`src/rtl/bcd_pkg.sv`:
```
// Shared definitions for the BCD-to-binary converter: FSM state encoding and
// iteration-count helpers derived from the digit count.
package bcd_pkg;

  typedef enum logic [1:0] {
    IDLE  = 2'd0,
    SHIFT = 2'd1,
    DONE  = 2'd2
  } state_t;

  localparam int DIGITS_DEF = 4;
  localparam int ITER       = 4 * DIGITS_DEF;
  localparam int CNT_W      = $clog2(ITER);

  // One shift per bit of the packed BCD operand.
  function automatic int iter_of(input int digits);
    return 4 * digits;
  endfunction

  function automatic int cnt_w_of(input int digits);
    return (4 * digits > 1) ? $clog2(4 * digits) : 1;
  endfunction

endpackage

```
`src/rtl/bcd_sub3.sv`:
```
// Combinational nibble corrector for reverse double-dabble: digits that are
// 8 or greater after a right shift lose 3, anything else passes through.
module bcd_sub3 (
  input  logic [3:0] d,
  output logic [3:0] q
);

  assign q = (d >= 4'd8) ? d - 4'd3 : d;

endmodule

```
`src/rtl/bcd_to_bin.sv`:
```
// Sequential BCD-to-binary converter (reverse double-dabble, one bit per cycle)
// with valid/ready on both sides. Define BCD_CHECK_EN to flag nibbles above 9 on err.
module bcd_to_bin
  import bcd_pkg::*;
#(
  parameter int DIGITS = DIGITS_DEF,
  parameter int BIN_W  = 14
) (
  input  logic                clk,
  input  logic                rst_n,
  input  logic                in_valid,
  output logic                in_ready,
  input  logic [4*DIGITS-1:0] bcd_in,
  output logic                out_valid,
  input  logic                out_ready,
  output logic [BIN_W-1:0]    bin_out,
  output logic                ovf,
  output logic                err
);

  localparam int N  = iter_of(DIGITS);
  localparam int CW = cnt_w_of(DIGITS);

  state_t           state_q, state_d;
  logic [N-1:0]     bcd_q, bin_q;
  logic [CW-1:0]    cnt_q;
  logic [BIN_W-1:0] bin_out_q;
  logic             ovf_q;

  logic [2*N-1:0]   shifted;
  logic [N-1:0]     bcd_sh, bin_sh, bcd_fix;
  logic [BIN_W-1:0] res_bin;
  logic             res_ovf;
  logic             accept;

  assign accept = in_valid && (state_q == IDLE);

  // The bcd LSB falls into the bin MSB on every shift.
  assign shifted = {bcd_q, bin_q} >> 1;
  assign bcd_sh  = shifted[2*N-1:N];
  assign bin_sh  = shifted[N-1:0];

  for (genvar g = 0; g < DIGITS; g++) begin : g_fix
    bcd_sub3 u_fix (
      .d (bcd_sh[4*g +: 4]),
      .q (bcd_fix[4*g +: 4])
    );
  end

  if (BIN_W < N) begin : g_narrow
    assign res_bin = bin_sh[BIN_W-1:0];
    assign res_ovf = |bin_sh[N-1:BIN_W];
  end else begin : g_wide
    assign res_bin = BIN_W'(bin_sh);
    assign res_ovf = 1'b0;
  end

  // NOTE: next-state gets its default before the case so no path leaves it
  // unassigned and no latch is inferred.
  always_comb begin
    state_d = state_q;
    unique case (state_q)
      IDLE:    if (in_valid)    state_d = SHIFT;
      SHIFT:   if (cnt_q == '0) state_d = DONE;
      DONE:    if (out_ready)   state_d = IDLE;
      default:                  state_d = IDLE;
    endcase
  end

  // NOTE: sequential state uses non-blocking assignments so every register
  // samples pre-edge values regardless of process ordering.
  always_ff @(posedge clk) begin
    if (!rst_n) state_q <= IDLE;
    else        state_q <= state_d;
  end

  always_ff @(posedge clk) begin
    if (!rst_n) begin
      bcd_q     <= '0;
      bin_q     <= '0;
      cnt_q     <= '0;
      bin_out_q <= '0;
      ovf_q     <= 1'b0;
    end else begin
      unique case (state_q)
        IDLE: begin
          if (accept) begin
            bcd_q <= bcd_in;
            bin_q <= '0;
            cnt_q <= CW'(N - 1);
          end
        end
        SHIFT: begin
          bcd_q <= bcd_fix;
          bin_q <= bin_sh;
          if (cnt_q == '0) begin
            bin_out_q <= res_bin;
            ovf_q     <= res_ovf;
          end else begin
            cnt_q <= cnt_q - CW'(1);
          end
        end
        default: ;
      endcase
    end
  end

`ifdef BCD_CHECK_EN
  logic bad_nib, err_q;

  always_comb begin
    bad_nib = 1'b0;
    for (int i = 0; i < DIGITS; i++) begin
      if (bcd_in[4*i +: 4] > 4'd9) bad_nib = 1'b1;
    end
  end

  // Captured with the operand; held until the next accept.
  always_ff @(posedge clk) begin
    if (!rst_n)      err_q <= 1'b0;
    else if (accept) err_q <= bad_nib;
  end

  assign err = err_q;
`else
  assign err = 1'b0;
`endif

  assign in_ready  = (state_q == IDLE);
  assign out_valid = (state_q == DONE);
  assign bin_out   = bin_out_q;
  assign ovf       = ovf_q;

endmodule

```
`config.mk`:
```
export PLATFORM = sky130hd
export DESIGN_NAME = bcd_to_bin
export DESIGN_NICKNAME = d
export VERILOG_FILES = /design/src/rtl/bcd_pkg.sv /design/src/rtl/bcd_sub3.sv /design/src/rtl/bcd_to_bin.sv
export SDC_FILE = /design/constraint.sdc
export NUM_CORES = 1
export LEC_CHECK = 0
export CORE_UTILIZATION = 39
export CTS_BUF_LIST = sky130_fd_sc_hd__clkbuf_4
export DETAILED_ROUTE_END_ITERATION = 16
export PLACE_DENSITY = 0.65
export SYNTH_ARGS = -nofsm -noshare
export SYNTH_HDL_FRONTEND = slang
export SYNTH_SLANG_ARGS = --single-unit
```
`constraint.sdc`:
```
create_clock -name clk -period 1.9 [get_ports clk]
set_input_delay 0.19 -clock clk [delete_from_list [all_inputs] [get_ports clk]]
set_output_delay 0.19 -clock clk [all_outputs]
set_load 0.02 [all_outputs]
```
# Word-level counts from Yosys, hierarchy flattened
# Cells that the tools add are included.
# W data, S select, Z words.
[classes] addsub=5 magnitude_cmp=4 eq_ne=7 mux=15 n_reduce_logical=9
[ops] operator="$pmux W16 S2" count=2
[ops] operator="$mux W16" count=2
[ops] operator="$mux W4" count=6
[ops] operator="$ge A4 B4 Y1 const B" count=3
[ops] operator="$sub A4 B2 Y4 const B" count=3
[ops] operator="$pmux W4 S2" count=1
[ops] operator="$mux W2" count=3
[ops] operator="$ne A2 B2 Y1 const B" count=3
[ops] operator="$pmux W2 S3" count=1
[ops] operator="$reduce_and A3 Y1" count=2
[ops] operator="$ge A3 B4 Y1 const B" count=1
[ops] operator="$logic_not A4 Y1" count=1
[ops] operator="$ne A2 B1 Y1 const B" count=2
[ops] operator="$reduce_and A2 Y1" count=2
[ops] operator="$sub A3 B2 Y4 const B" count=1
[ops] operator="$sub A4 B1 Y4 const B" count=1
[ops] operator="$eq A2 B1 Y1 const B" count=1
[ops] operator="$eq A2 B2 Y1 const B" count=1
[ops] operator="$logic_not A2 Y1" count=1
[ops] operator="$reduce_bool A2 Y1" count=1
[ops] operator="$reduce_or A2 Y1" count=1
[ops] operator="$logic_and A1 B1 Y1" count=1
[totals] ff_bits=53 in_bits=20 elab_cells=46

# Longest topological paths before layout
[logic_depth] ltp_word=4 depth_mapped=8

# By module
# From an unflattened synthesis, not the netlist that was laid out.
[unflattened] hier_cells=309 area_unflattened_um2=2443.6
[modules_own_cells] mod="bcd_to_bin" instances=1 cells_per_inst=265 area_each_um2=2138.3 seq_area_each_um2=1041.0
[modules_own_cells] mod="bcd_sub3" instances=4 cells_per_inst=11 area_each_um2=76.3 seq_area_each_um2=0.0

# Least setup slack after synthesis
# No wires, ideal clock.
[synth_timing] kind="flip-flop to flip-flop" from="register cnt_q[0]" to="register state_q[1]" setup_ps=128 arrival_time_ps=1296 required_ps=1772 slack_ps=477 path_stages_with_launch=9 n_path_buf=2 synth_period_minus_slack_ps=1423 path_cell_list="dfxtp_1 > inv_1 > ha_1 > nor3b_4 > and2_1 > buf_4 > buf_6 > nor2_1 > nor2_1"
[synth_between] elab_chain_cells=3
[synth_lines] element="start: declaration" line="bcd_to_bin.sv:26" source="logic [CW-1:0] cnt_q;"
[synth_lines] element="start signal: assignment" line="bcd_to_bin.sv:90" source="cnt_q <= CW'(N - 1);"
[synth_lines] element="start signal: assignment" line="bcd_to_bin.sv:100" source="cnt_q <= cnt_q - CW'(1);"
[synth_lines] element="$logic_not A4 Y1" line="bcd_to_bin.sv:64" source="SHIFT: if (cnt_q == '0) state_d = DONE;"
[synth_lines] element="$ne A2 B2 Y1 (no line)"
[synth_lines] element="$reduce_and A3 Y1 (no line)"
[synth_lines] element="end signal: assignment" line="bcd_to_bin.sv:74" source="else state_q <= state_d;"
[synth_lines] element="end: declaration" line="bcd_to_bin.sv:24" source="state_t state_q, state_d;"
# Every way passes these cells.
# A chain may end at the register's enable or synchronous reset.

# Final worst setup path
[layout_timing] from="register cnt_q[0]" to="register cnt_q[2]"
[layout_between] elab_chain_cells=3 word_cells_on_any_way=6 cone_classes="1 x add/sub; 1 x eq/ne; 2 x mux; 2 x reduce/logical"
[layout_lines] element="$sub A4 B1 Y4 / $logic_not A4 Y1 (equally long branches)" line="bcd_to_bin.sv:100, bcd_to_bin.sv:96"
[layout_lines] element="$mux W4 / $ne A2 B2 Y1 (equally long branches)"
[layout_lines] element="$pmux W4 S2 / $reduce_and A3 Y1 (equally long branches)"
# Parallel ways exist; a longest one is shown, timed or not. The select of a mux whose other input is x is not followed.

==> run summary <==
Post-synthesis mux area share: 0.433%
Worst path required time: 2.21 ns
Fin nets: 330
# Post-CTS Setup Buffers: 0
DRT iter0 DRCs: 111
Final hold violation count: 0
Post-synth net total: 292
Synthesis Warnings: 0
Worst setup SP type: flop
Endpoints failing setup: 0
Dpl cell area: 2770 um2
CTS Buffer Depth: 2
Root Driver: clkbuf_4
CTS tree: done
Setup CP Type: flop to flop
Max Cap Violations: 0
FP Rows: 27
Initial antenna violation count: 0
VDD IR-drop max: 0.000308 V
Post-Synth XOR/XNOR Area: 2.65%
Distinct cells, synth: 39
Final wirelength: 4900 um
Core area: 5610 um2
Max Slew Vio Count: 0
Clock transition at path regs: 0.16 ns
Skew final: 0.00968 ns
Largest family of logic cells by synthesized area: compound AO/OA/AOI/OAI gates
Ant. Diodes: 0
Worst skew pair latency: 0.38 ns
Adder-cell area share of the yosys netlist: 3.79%
RSZ-0062 raised after global routing: false
Simple-gate share of the synthesized area: 17.9%
Fin crit share: 81.9%
Layout area overhead: 22.6%
Initial Utilization: 41.2%
Hold Crit Class: input pin to flop
Setup crit end kind: flop
Pleak: 1.06 nW
Syn Std Cell Area: 2310 um2
Avg Inst Size Synth: 8.72 um2
Full die area: 6240 um2
Detailed Routing Iterations Pass 1: 4
Die W: 79.0 um
Fmax: 643 MHz
Finished layout cell area: 2830 um2
First-pass GRT wire length: 8220 um
Flop and latch count out of synthesis: 52
Layout cells sized above 1: 10.9%
FF-to-FF path depth: 6
Min-Delay Path Depth: 3
H-tree levels: 2
Crit-path max FO: 5
Cell type with the largest total area after synthesis: dfxtp_1
IO Port Bufs: 36
TNS Setup: 0 ns
Num Clock Sinks: 52
Crit path DAT: 1.86 ns
Hpwl dp: 3400 um
Vias in the first global route: 1767
Slew margin rel.: 66.4%
Die Ht: 79.0 um
Status: completed
Io pins: 38
Worst Tran Pin Value: 0.503 ns
Largest net degree at the start of global routing: 29
Cell Pwr Density: 792 nW/um2
Post-DR vias/cell: 5.10
GRT Residual Overflow: 0
GPL Wtd Cong: 0.770
Synth area leaders: dfxtp_1 (45%), a22oi_1 (7.5%), nand2_1 (6.2%)
DRC: 0
GRT Util Overall: 16.8%
Wirelength per Cell: 13.0 um
Seq/Total Area, Yosys: 45.0%
Synth Instances: 265
Tmin final: 1.56 ns
Post-synth top area share: 45.0%
Detail Route Antenna Nets: 0
Total CTS buffers: 5
Vias: 1917
Synth Area in Compound Gates: 23.1%
Hold Slack: 0.345 ns
==> metal layers <==
layer  vias to the layer above  share of wire, %  GRT usage [%]
li1                        992                 -              -
met2                        29                43           25.4
met4                         0               1.5           7.09
met5                         -                 0              0
met3                         7               3.0           2.87
met1                       889                52           23.3
==> layout by cell type (no fill, tap or decap), drive strengths merged, types with 6 or more instances in the layout <==
master,instances
a211oi,6
a21oi,20
a22oi,23
buf,15
clkdlybuf4s50,34
dfxtp,52
ha,7
inv,12
nand2,38
nor2,36
xnor2,6
==> where the power goes <==
| group | total (mW) | switching (mW) | internal [mW] | leakage (nW) |
|---|---|---|---|---|
| Combinational | 0.493 | 0.260 | 0.234 | 0.602 |
| Sequential | 1.22 | 0.0659 | 1.15 | 0.424 |
| Clock | 0.530 | 0.379 | 0.150 | 0.0356 |
==> cell families after synthesis <==
kind of cell               Yosys count
and+or+nand+nor                     93
muxes                                1
DFF                                 52
buffers and inverters               31
xor gates and xnor gates             7
AOI/OAI and AO/OA                   73
other                                1
adders and majority gates            7
==> timing repair <==
action                     4_1_cts  5_1_grt
gates resized for setup          0        2
hold buffers                     0        0
setup endpoints to repair        0        2
==> worst max-delay path: stages (launching register included) <==
cell	delay, ns
dfxtp_1	0.40
inv_1	0.06
ha_1	0.22
nor3b_4	0.18
a21oi_1	0.27
a211oi_1	0.12
a311oi_1	0.24
==> final timing paths <==
| path | slack [ns] | from | endpoint |
|---|---|---|---|
| min reg2reg | 0.46 | bin_out[6] | bin_out[6] |
| max | 0.34 | cnt_q[0] | cnt_q[2] |
| max reg2reg | 0.34 | cnt_q[0] | cnt_q[2] |
| min | 0.34 | bcd_in[10] | bcd_q[10] |
==> synthesized netlist by cell type, drive strengths merged <==
library cell,instances
a31oi,3
nor3b,2
o32ai,1
a311oi,4
o221a,4
a221oi,3
clkbuf,6
or3,1
a211oi,6
nand2b,4
xor2,1
xnor2,6
ha,7
nand3,1
nor2b,4
nand2,38
a2bb2oi,1
o21a,1
o211a,1
nor3,4
inv,11
mux2i,1
o21ai,5
conb,1
nand3b,1
nor2,36
o21bai,1
dfxtp,52
buf,14
a22oi,23
a21oi,20
and2,2
==> flip-flops by register name, summed over array words and instances (netlist names) <==
register,flops
cnt_q,4
bcd_q,16
bin_out,14
bin_q,15
state_q,2
ovf,1
==> layout make-up <==
cell class | instances | area [um2]
Fill cell | 578 | 2780
Tap cell | 72 | 90.1
Clock inverter | 3 | 22.5
Inverter | 11 | 41.3
Sequential cell | 52 | 1040
Multi-Input combinational cell | 182 | 1110
Clock buffer | 5 | 37.5
Timing Repair Buffer | 51 | 490
==> stage by stage <==
| step | total power [mW] | util, % | instances | setup slack (ns) |
|---|---|---|---|---|
| after detailed placement | 1.74 | 49.4 | 368 | 0.164 |
| after CTS | 2.27 | 50.4 | 376 | 0.0168 |
| final | 2.24 | 50.5 | 376 | 0.344 |
| after global routing | 2.37 | 50.5 | 376 | 0.207 |
| after global placement | 1.73 | 49.4 | 368 | 0.234 |
| after floorplan | 1.58 | - | 265 | 0.477 |
No activity file was read; power rests on OpenSTA's default activity.
